`src/rtl/deck_shuffler_pkg.sv`:
```
// Shared constants, FSM state type and small helpers for the deck shuffler.
package deck_shuffler_pkg;

    localparam int DECK_SIZE = 52;
    localparam int LAST_IDX  = 51;
    localparam int CARD_W    = 6;

    typedef enum logic [2:0] {
        IDLE    = 3'd0,
        INIT    = 3'd1,
        SWAP_RD = 3'd2,
        SWAP_WR = 3'd3,
        FIN     = 3'd4
    } state_t;

    function automatic logic in_deck(input logic [CARD_W-1:0] idx);
        return idx < CARD_W'(DECK_SIZE);
    endfunction

endpackage

```
`src/rtl/deck_shuffler_if.sv`:
```
// Bus between the deck shuffler, the index mapper above it and the dealer.
interface deck_shuffler_if #(
    parameter int CNT_W = 12
);
    import deck_shuffler_pkg::*;

    // start is a one-cycle request taken only while idle; busy covers the
    // whole pass and done pulses for one cycle when the deck is ready.
    logic                start;
    logic [CNT_W-1:0]    count;
    logic [CARD_W-1:0]   addr_i;
    logic [CARD_W-1:0]   addr_j;
    logic                busy;
    logic                done;
    logic [CARD_W-1:0]   rd_addr;
    logic [CARD_W-1:0]   rd_card;
    state_t              dbg_state;

    modport master (
        output start, addr_j, rd_addr,
        input  count, addr_i, busy, done, rd_card, dbg_state
    );

    modport slave (
        input  start, addr_j, rd_addr,
        output count, addr_i, busy, done, rd_card, dbg_state
    );

endinterface

```
`src/rtl/deck_shuffler_ram.sv`:
```
// 52-entry card store: two combinational swap reads, dual write, and a
// registered dealer read port. Resets to the identity deck.
module deck_ram
    import deck_shuffler_pkg::*;
(
    input  logic              clk,
    input  logic              rst,
    input  logic [CARD_W-1:0] i_ra_addr,
    output logic [CARD_W-1:0] o_ra_data,
    input  logic [CARD_W-1:0] i_rb_addr,
    output logic [CARD_W-1:0] o_rb_data,
    input  logic              i_we1,
    input  logic [CARD_W-1:0] i_wa1,
    input  logic [CARD_W-1:0] i_wd1,
    input  logic              i_we2,
    input  logic [CARD_W-1:0] i_wa2,
    input  logic [CARD_W-1:0] i_wd2,
    input  logic [CARD_W-1:0] i_rd_addr,
    output logic [CARD_W-1:0] o_rd_card
);

    logic [CARD_W-1:0] r_mem [DECK_SIZE];
    logic [CARD_W-1:0] r_rd_card;

    assign o_ra_data = in_deck(i_ra_addr) ? r_mem[i_ra_addr] : '0;
    assign o_rb_data = in_deck(i_rb_addr) ? r_mem[i_rb_addr] : '0;
    assign o_rd_card = r_rd_card;

    // Port 2 is applied after port 1, so a self-swap leaves the entry intact.
    always_ff @(posedge clk or posedge rst) begin
        if (rst) begin
            for (int k = 0; k < DECK_SIZE; k++) begin
                r_mem[k] <= CARD_W'(k);
            end
            r_rd_card <= '0;
        end else begin
            for (int k = 0; k < DECK_SIZE; k++) begin
                if (i_we1 && (i_wa1 == CARD_W'(k))) begin
                    r_mem[k] <= i_wd1;
                end
                if (i_we2 && (i_wa2 == CARD_W'(k))) begin
                    r_mem[k] <= i_wd2;
                end
            end
            r_rd_card <= in_deck(i_rd_addr) ? r_mem[i_rd_addr] : '0;
        end
    end

endmodule

```
`src/rtl/deck_shuffler.sv`:
```
// Shuffle controller: re-initialises the deck, then sweeps i = 0..51 swapping
// deck[i] with the partner index returned by the external mapper.
module deck_shuffler
    import deck_shuffler_pkg::*;
#(
    parameter int               CNT_W   = 12,
    parameter logic [CNT_W-1:0] CNT_RST = '0
) (
    input  logic            clk,
    input  logic            rst,
    deck_shuffler_if.slave  bus
);

    state_t            r_state;
    state_t            w_state_nxt;
    logic [CARD_W-1:0] r_idx;
    logic [CARD_W-1:0] w_idx_nxt;
    logic [CARD_W-1:0] r_j;
    logic [CARD_W-1:0] w_j_nxt;
    logic [CARD_W-1:0] r_a;
    logic [CARD_W-1:0] w_a_nxt;
    logic [CARD_W-1:0] r_b;
    logic [CARD_W-1:0] w_b_nxt;
    logic [CNT_W-1:0]  r_count;

    logic [CARD_W-1:0] w_j_sel;
    logic [CARD_W-1:0] w_ra_data;
    logic [CARD_W-1:0] w_rb_data;
    logic              w_we1;
    logic [CARD_W-1:0] w_wa1;
    logic [CARD_W-1:0] w_wd1;
    logic              w_we2;
    logic [CARD_W-1:0] w_wa2;
    logic [CARD_W-1:0] w_wd2;
    logic              w_swapping;
    logic              w_last;

    // An out-of-range partner degenerates to a self-swap.
    assign w_j_sel    = in_deck(bus.addr_j) ? bus.addr_j : r_idx;
    assign w_swapping = (r_state == SWAP_RD) || (r_state == SWAP_WR);
    assign w_last     = (r_idx == CARD_W'(LAST_IDX));

    assign bus.count     = r_count;
    assign bus.addr_i    = w_swapping ? r_idx : '0;
    assign bus.busy      = (r_state == INIT) || w_swapping;
    assign bus.done      = (r_state == FIN);
    assign bus.dbg_state = r_state;

    deck_ram u_ram (
        .clk       (clk),
        .rst       (rst),
        .i_ra_addr (r_idx),
        .o_ra_data (w_ra_data),
        .i_rb_addr (w_j_sel),
        .o_rb_data (w_rb_data),
        .i_we1     (w_we1),
        .i_wa1     (w_wa1),
        .i_wd1     (w_wd1),
        .i_we2     (w_we2),
        .i_wa2     (w_wa2),
        .i_wd2     (w_wd2),
        .i_rd_addr (bus.rd_addr),
        .o_rd_card (bus.rd_card)
    );

    always_ff @(posedge clk or posedge rst) begin
        if (rst) begin
            r_count <= CNT_RST;
        end else begin
            r_count <= r_count + 1'b1;
        end
    end

    always_ff @(posedge clk or posedge rst) begin
        if (rst) begin
            r_state <= IDLE;
            r_idx   <= '0;
            r_j     <= '0;
            r_a     <= '0;
            r_b     <= '0;
        end else begin
            r_state <= w_state_nxt;
            r_idx   <= w_idx_nxt;
            r_j     <= w_j_nxt;
            r_a     <= w_a_nxt;
            r_b     <= w_b_nxt;
        end
    end

    always_comb begin
        w_state_nxt = r_state;
        w_idx_nxt   = r_idx;
        w_j_nxt     = r_j;
        w_a_nxt     = r_a;
        w_b_nxt     = r_b;
        w_we1       = 1'b0;
        w_wa1       = '0;
        w_wd1       = '0;
        w_we2       = 1'b0;
        w_wa2       = '0;
        w_wd2       = '0;
        case (r_state)
            IDLE: begin
                if (bus.start) begin
                    w_state_nxt = INIT;
                    w_idx_nxt   = '0;
                end
            end
            INIT: begin
                w_we1 = 1'b1;
                w_wa1 = r_idx;
                w_wd1 = r_idx;
                if (w_last) begin
                    w_state_nxt = SWAP_RD;
                    w_idx_nxt   = '0;
                end else begin
                    w_idx_nxt = r_idx + 1'b1;
                end
            end
            SWAP_RD: begin
                w_j_nxt     = w_j_sel;
                w_a_nxt     = w_ra_data;
                w_b_nxt     = w_rb_data;
                w_state_nxt = SWAP_WR;
            end
            SWAP_WR: begin
                w_we1 = 1'b1;
                w_wa1 = r_idx;
                w_wd1 = r_b;
                w_we2 = 1'b1;
                w_wa2 = r_j;
                w_wd2 = r_a;
                if (w_last) begin
                    w_state_nxt = FIN;
                    w_idx_nxt   = '0;
                end else begin
                    w_state_nxt = SWAP_RD;
                    w_idx_nxt   = r_idx + 1'b1;
                end
            end
            FIN: begin
                w_state_nxt = IDLE;
                w_idx_nxt   = '0;
            end
            default: begin
                w_state_nxt = IDLE;
                w_idx_nxt   = '0;
            end
        endcase
    end

endmodule

```
`src/flat_wrapper.sv`:
```
// flat-port wrapper written by rule: the top's interface ports become plain ports
module deck_shuffler_flat import deck_shuffler_pkg::*;
#(
    parameter int               CNT_W   = 12,
    parameter logic [CNT_W-1:0] CNT_RST = '0
)
  (clk, rst, bus_start, bus_addr_j, bus_rd_addr, bus_count, bus_addr_i, bus_busy, bus_done, bus_rd_card, bus_dbg_state);
  deck_shuffler_if #(.CNT_W(CNT_W)) bus_i ();
  input  logic clk;
  input  logic rst;
  input wire logic [$bits(bus_i.start)-1:0] bus_start;
  input wire logic [$bits(bus_i.addr_j)-1:0] bus_addr_j;
  input wire logic [$bits(bus_i.rd_addr)-1:0] bus_rd_addr;
  output wire logic [$bits(bus_i.count)-1:0] bus_count;
  output wire logic [$bits(bus_i.addr_i)-1:0] bus_addr_i;
  output wire logic [$bits(bus_i.busy)-1:0] bus_busy;
  output wire logic [$bits(bus_i.done)-1:0] bus_done;
  output wire logic [$bits(bus_i.rd_card)-1:0] bus_rd_card;
  output wire logic [$bits(bus_i.dbg_state)-1:0] bus_dbg_state;
  assign bus_i.start = bus_start;
  assign bus_i.addr_j = bus_addr_j;
  assign bus_i.rd_addr = bus_rd_addr;
  assign bus_count = bus_i.count;
  assign bus_addr_i = bus_i.addr_i;
  assign bus_busy = bus_i.busy;
  assign bus_done = bus_i.done;
  assign bus_rd_card = bus_i.rd_card;
  assign bus_dbg_state = bus_i.dbg_state;
  deck_shuffler #(.CNT_W(CNT_W), .CNT_RST(CNT_RST)) u_core (.clk(clk), .rst(rst), .bus(bus_i));
endmodule
```
`config.mk`:
```
export PLATFORM = sky130hd
export DESIGN_NAME = deck_shuffler_flat
export DESIGN_NICKNAME = d
export VERILOG_FILES = /design/src/rtl/deck_shuffler_pkg.sv /design/src/rtl/deck_shuffler_if.sv /design/src/rtl/deck_shuffler_ram.sv /design/src/rtl/deck_shuffler.sv /design/src/flat_wrapper.sv
export SDC_FILE = /design/constraint.sdc
export NUM_CORES = 1
export LEC_CHECK = 0
export BUFFER_PORTS_ARGS = -buffer_cell sky130_fd_sc_hd__buf_4
export CORE_ASPECT_RATIO = 0.8
export CORE_UTILIZATION = 25
export CTS_CLUSTER_DIAMETER = 30
export DETAILED_ROUTE_END_ITERATION = 7
export PLACE_DENSITY = 0.44
export SLEW_MARGIN = 20
export SYNTH_ARGS = -nofsm -noshare
export SYNTH_HDL_FRONTEND = slang
export SYNTH_SLANG_ARGS = --single-unit
```
`constraint.sdc`:
```
create_clock -name clk -period 25.8 [get_ports clk]
set_input_delay 3.87 -clock clk [delete_from_list [all_inputs] [get_ports clk]]
set_output_delay 3.87 -clock clk [all_outputs]
set_load 0.02 [all_outputs]
```
==> results.toml <==
[outcome]
outcome = "completed"

[worst_setup_path]
crit_path_end = "u_core.r_b[1]$_DFFE_PP0N_"
reg2reg_from = "u_core.bus.dbg_state[1]$_DFFE_PP0P_"
r2r-end = "u_core.u_ram.r_mem[61]$_DFFE_PP0P_"
crit_type = "input port to flop"
start_kind = "input port"
required_ps = 26400
path_max_fanout = 61
worstSetupStartpoint = "bus_addr_j[2]"
reg2reg_depth = 7
crit_path_end_kind = "flop"
arrival_ps = 7500
r2r_slack_ps = 21640

[synthesis]
synth-main-ff-cell = "dfrtp_1"
syn_nets = 2649
syn_area_sq_um = 25100
synth.avg_cell_area_sq_um = 9.55
netlist.area_leader.share = 0.216
synth_edf_count = 0
synth_cells = 2632
synthArstFlopShare = 1.00
yosysTopAreaCell = "dfrtp_1"
synth_cell_types = 67
synth.most_common_cell = "nand2_1"
ys_ff_latch = 357
yosysSeqAreaShare = 0.363
synth_area_leaders = "dfrtp_1, mux4_2, dfstp_2"
yosysWarnings = 0
synth_common_cells = "nand2_1, mux2i_1, nor2_1"

[grt]
grt_pass1_vias = 20974
globalRouteMet2Util = 0.312
met1_usage = 0.315
grt_use_met3 = 0.0789
grt_max_degree = 119
antenna_found_initial = 2
track_usage = 0.223
grt_pass1_wl_mm = 163
grt_overflow = 0
grt_busiest_layer = "met1"

[power]
total_power_mw = 3.73
peakVddDrop_v = 0.0000598
p_leak_nw = 13.0
power_density_nw_per_um2 = 124

[clocking]
ctsResizeCount = 0
cts_tree = "yes"
cts_root_buffer = "clkbuf_16"
cts_buffers = 93
cts_sinks = 357
ctsHoldBuffers = 0
h-tree-depth = 3
clkTransAtPathRegs_ps = 50
insertion_delay_ps = 690
postCtsSetupBuffers = 0
clk_path_buf_depth = 3

[floorplan]
pin_count = 44
core_area_sq_um = 99100
start_util = 0.254
dieArea_sq_um = 102000
rows = 103
chipWidth_um = 356
die_h_um = 286

[placed_design]
io_buffers = 43
dp_slack_ps = 18360
dp_hpwl_mm = 76.3
place.gp.congestion = 0.985

[routing]
wire_per_inst_um = 28.9
vias = 22421
wl_mm = 114
drtPass1Iterations = 5
viasPerCell = 5.66
initialDrtViolationCount = 2688
drc_errors = 0
ant_nets = 0

[final_layout]
n_antenna_cell = 0
nNetsFinal = 2587
area_delta_synth_final_pct = 19.4
drive_above_1_share = 0.240
post-route-util = 0.303

[sta]
relSlewSlack = 0.158
period_share = 0.268
fmaxAchievable_mhz = 145
holdWs_ps = 486
drv_slew = 0
fin_tns_setup_ps = 0
tightest_slew_ps = 1260
setup_viol = 0
worst_slack_ps = 18900
skew_ps = 30.9
period_needed_ps = 6900
rsz0062_at_grt = "false"
hold_viol = 0

[job]
drv_cap = 0

[hold_path]
hold_path_class = "flop to flop"
-- logic make-up (layout without fill, tap and decap cells) --
| logic type | Yosys count | count (layout) | synth area share |
|---|---|---|---|
| simple gates | 963 | 963 | 0.162 |
| mux | 561 | 561 | 0.320 |
| compound gates | 478 | 478 | 0.106 |
| flops | 357 | 357 | 0.363 |
| buf+inv | 260 | 279 | 0.0458 |
| xor+xnor | 11 | 11 | 0.00383 |
| fa+ha+maj | 2 | 2 | 0.000996 |
-- layout by cell type, fill, tap and decap left out, types with 14 or more instances in the layout --
cell type and n:
o21ai_1 15, nor2_1 231, o21ai_0 158, nand3_1 129, nand2b_1 15, clkinv_2 14, clkbuf_8 14, dfstp_2 140
clkbuf_1 18, dfrtp_1 214, bufinv_16 21, nor2_2 14, mux4_2 192, nand2_1 485, clkbuf_16 94, a31oi_1 23
buf_4 87, a21oi_1 210, mux2i_1 357, nand4_1 15
-- how the worst min path moves through the flow --
stage | startpoint | endpoint | slack, ps | depth (start not counted)
after floorplan | u_core.r_a[2]$_DFFE_PP0N_ | u_core.r_a[2]$_DFFE_PP0N_ | 450 | 2
after global placement | u_core.bus.count[11]$_DFF_PP0_ | u_core.bus.count[11]$_DFF_PP0_ | 470 | 1
after detailed placement | u_core.bus.count[11]$_DFF_PP0_ | u_core.bus.count[11]$_DFF_PP0_ | 480 | 1
after CTS | u_core.r_a[2]$_DFFE_PP0N_ | u_core.r_a[2]$_DFFE_PP0N_ | 490 | 2
after global routing | u_core.r_a[3]$_DFFE_PP0N_ | u_core.r_a[3]$_DFFE_PP0N_ | 530 | 2
final | u_core.bus.count[11]$_DFF_PP0_ | u_core.bus.count[11]$_DFF_PP0_ | 490 | 1
-- where the power goes --
group	total [mW]	internal [mW]	leakage [nW]	switching [mW]
Clock	1.31	0.916	1.69	0.391
Sequential	1.11	0.819	4.33	0.296
Combinational	1.31	0.535	6.94	0.776
Total	3.73	2.27	13.0	1.46
-- state kept, by name, indices dropped and copies added (netlist names) --
name and count:
u_core.r_a 6, u_core.r_j 6, u_core.u_ram.o_rd_card 6, u_core.bus.count 12, u_core.r_idx 6, u_core.r_b 6, u_core.bus.dbg_state 3, u_core.u_ram.r_mem 312
-- critical path: stages --
cell and delay (ps):
buf_4 150, o211ai_2 630, a21o_4 630, buf_4 720, nand2_1 110, a31oi_1 190, nand4_1 150, o31ai_1 690
o211a_1 220
-- routing by layer --
layer / up-vias / part of all wire
met5: - / 0.00024
met4: 4 / 0.034
met3: 232 / 0.12
met2: 1372 / 0.41
met1: 11376 / 0.43
li1: 9437 / -
-- metrics by stage --
| step | area, sq um | instances |
|---|---|---|
| after floorplan | 25100 | 2632 |
| after global placement | 26500 | 3787 |
| after detailed placement | 26500 | 3787 |
| after CTS | 30000 | 3963 |
| after global routing | 30000 | 3963 |
| final | 30000 | 3963 |
-- area by class of cell --
type	count	area, sq um
Clock buffer	126	2610
Clock inverter	50	876
Fill cell	10126	69100
Inverter	14	60.1
Multi-Input combinational cell	2015	15000
Sequential cell	357	9120
Tap cell	1312	1640
Timing Repair Buffer	89	684
(Power assumes the default switching activity.)
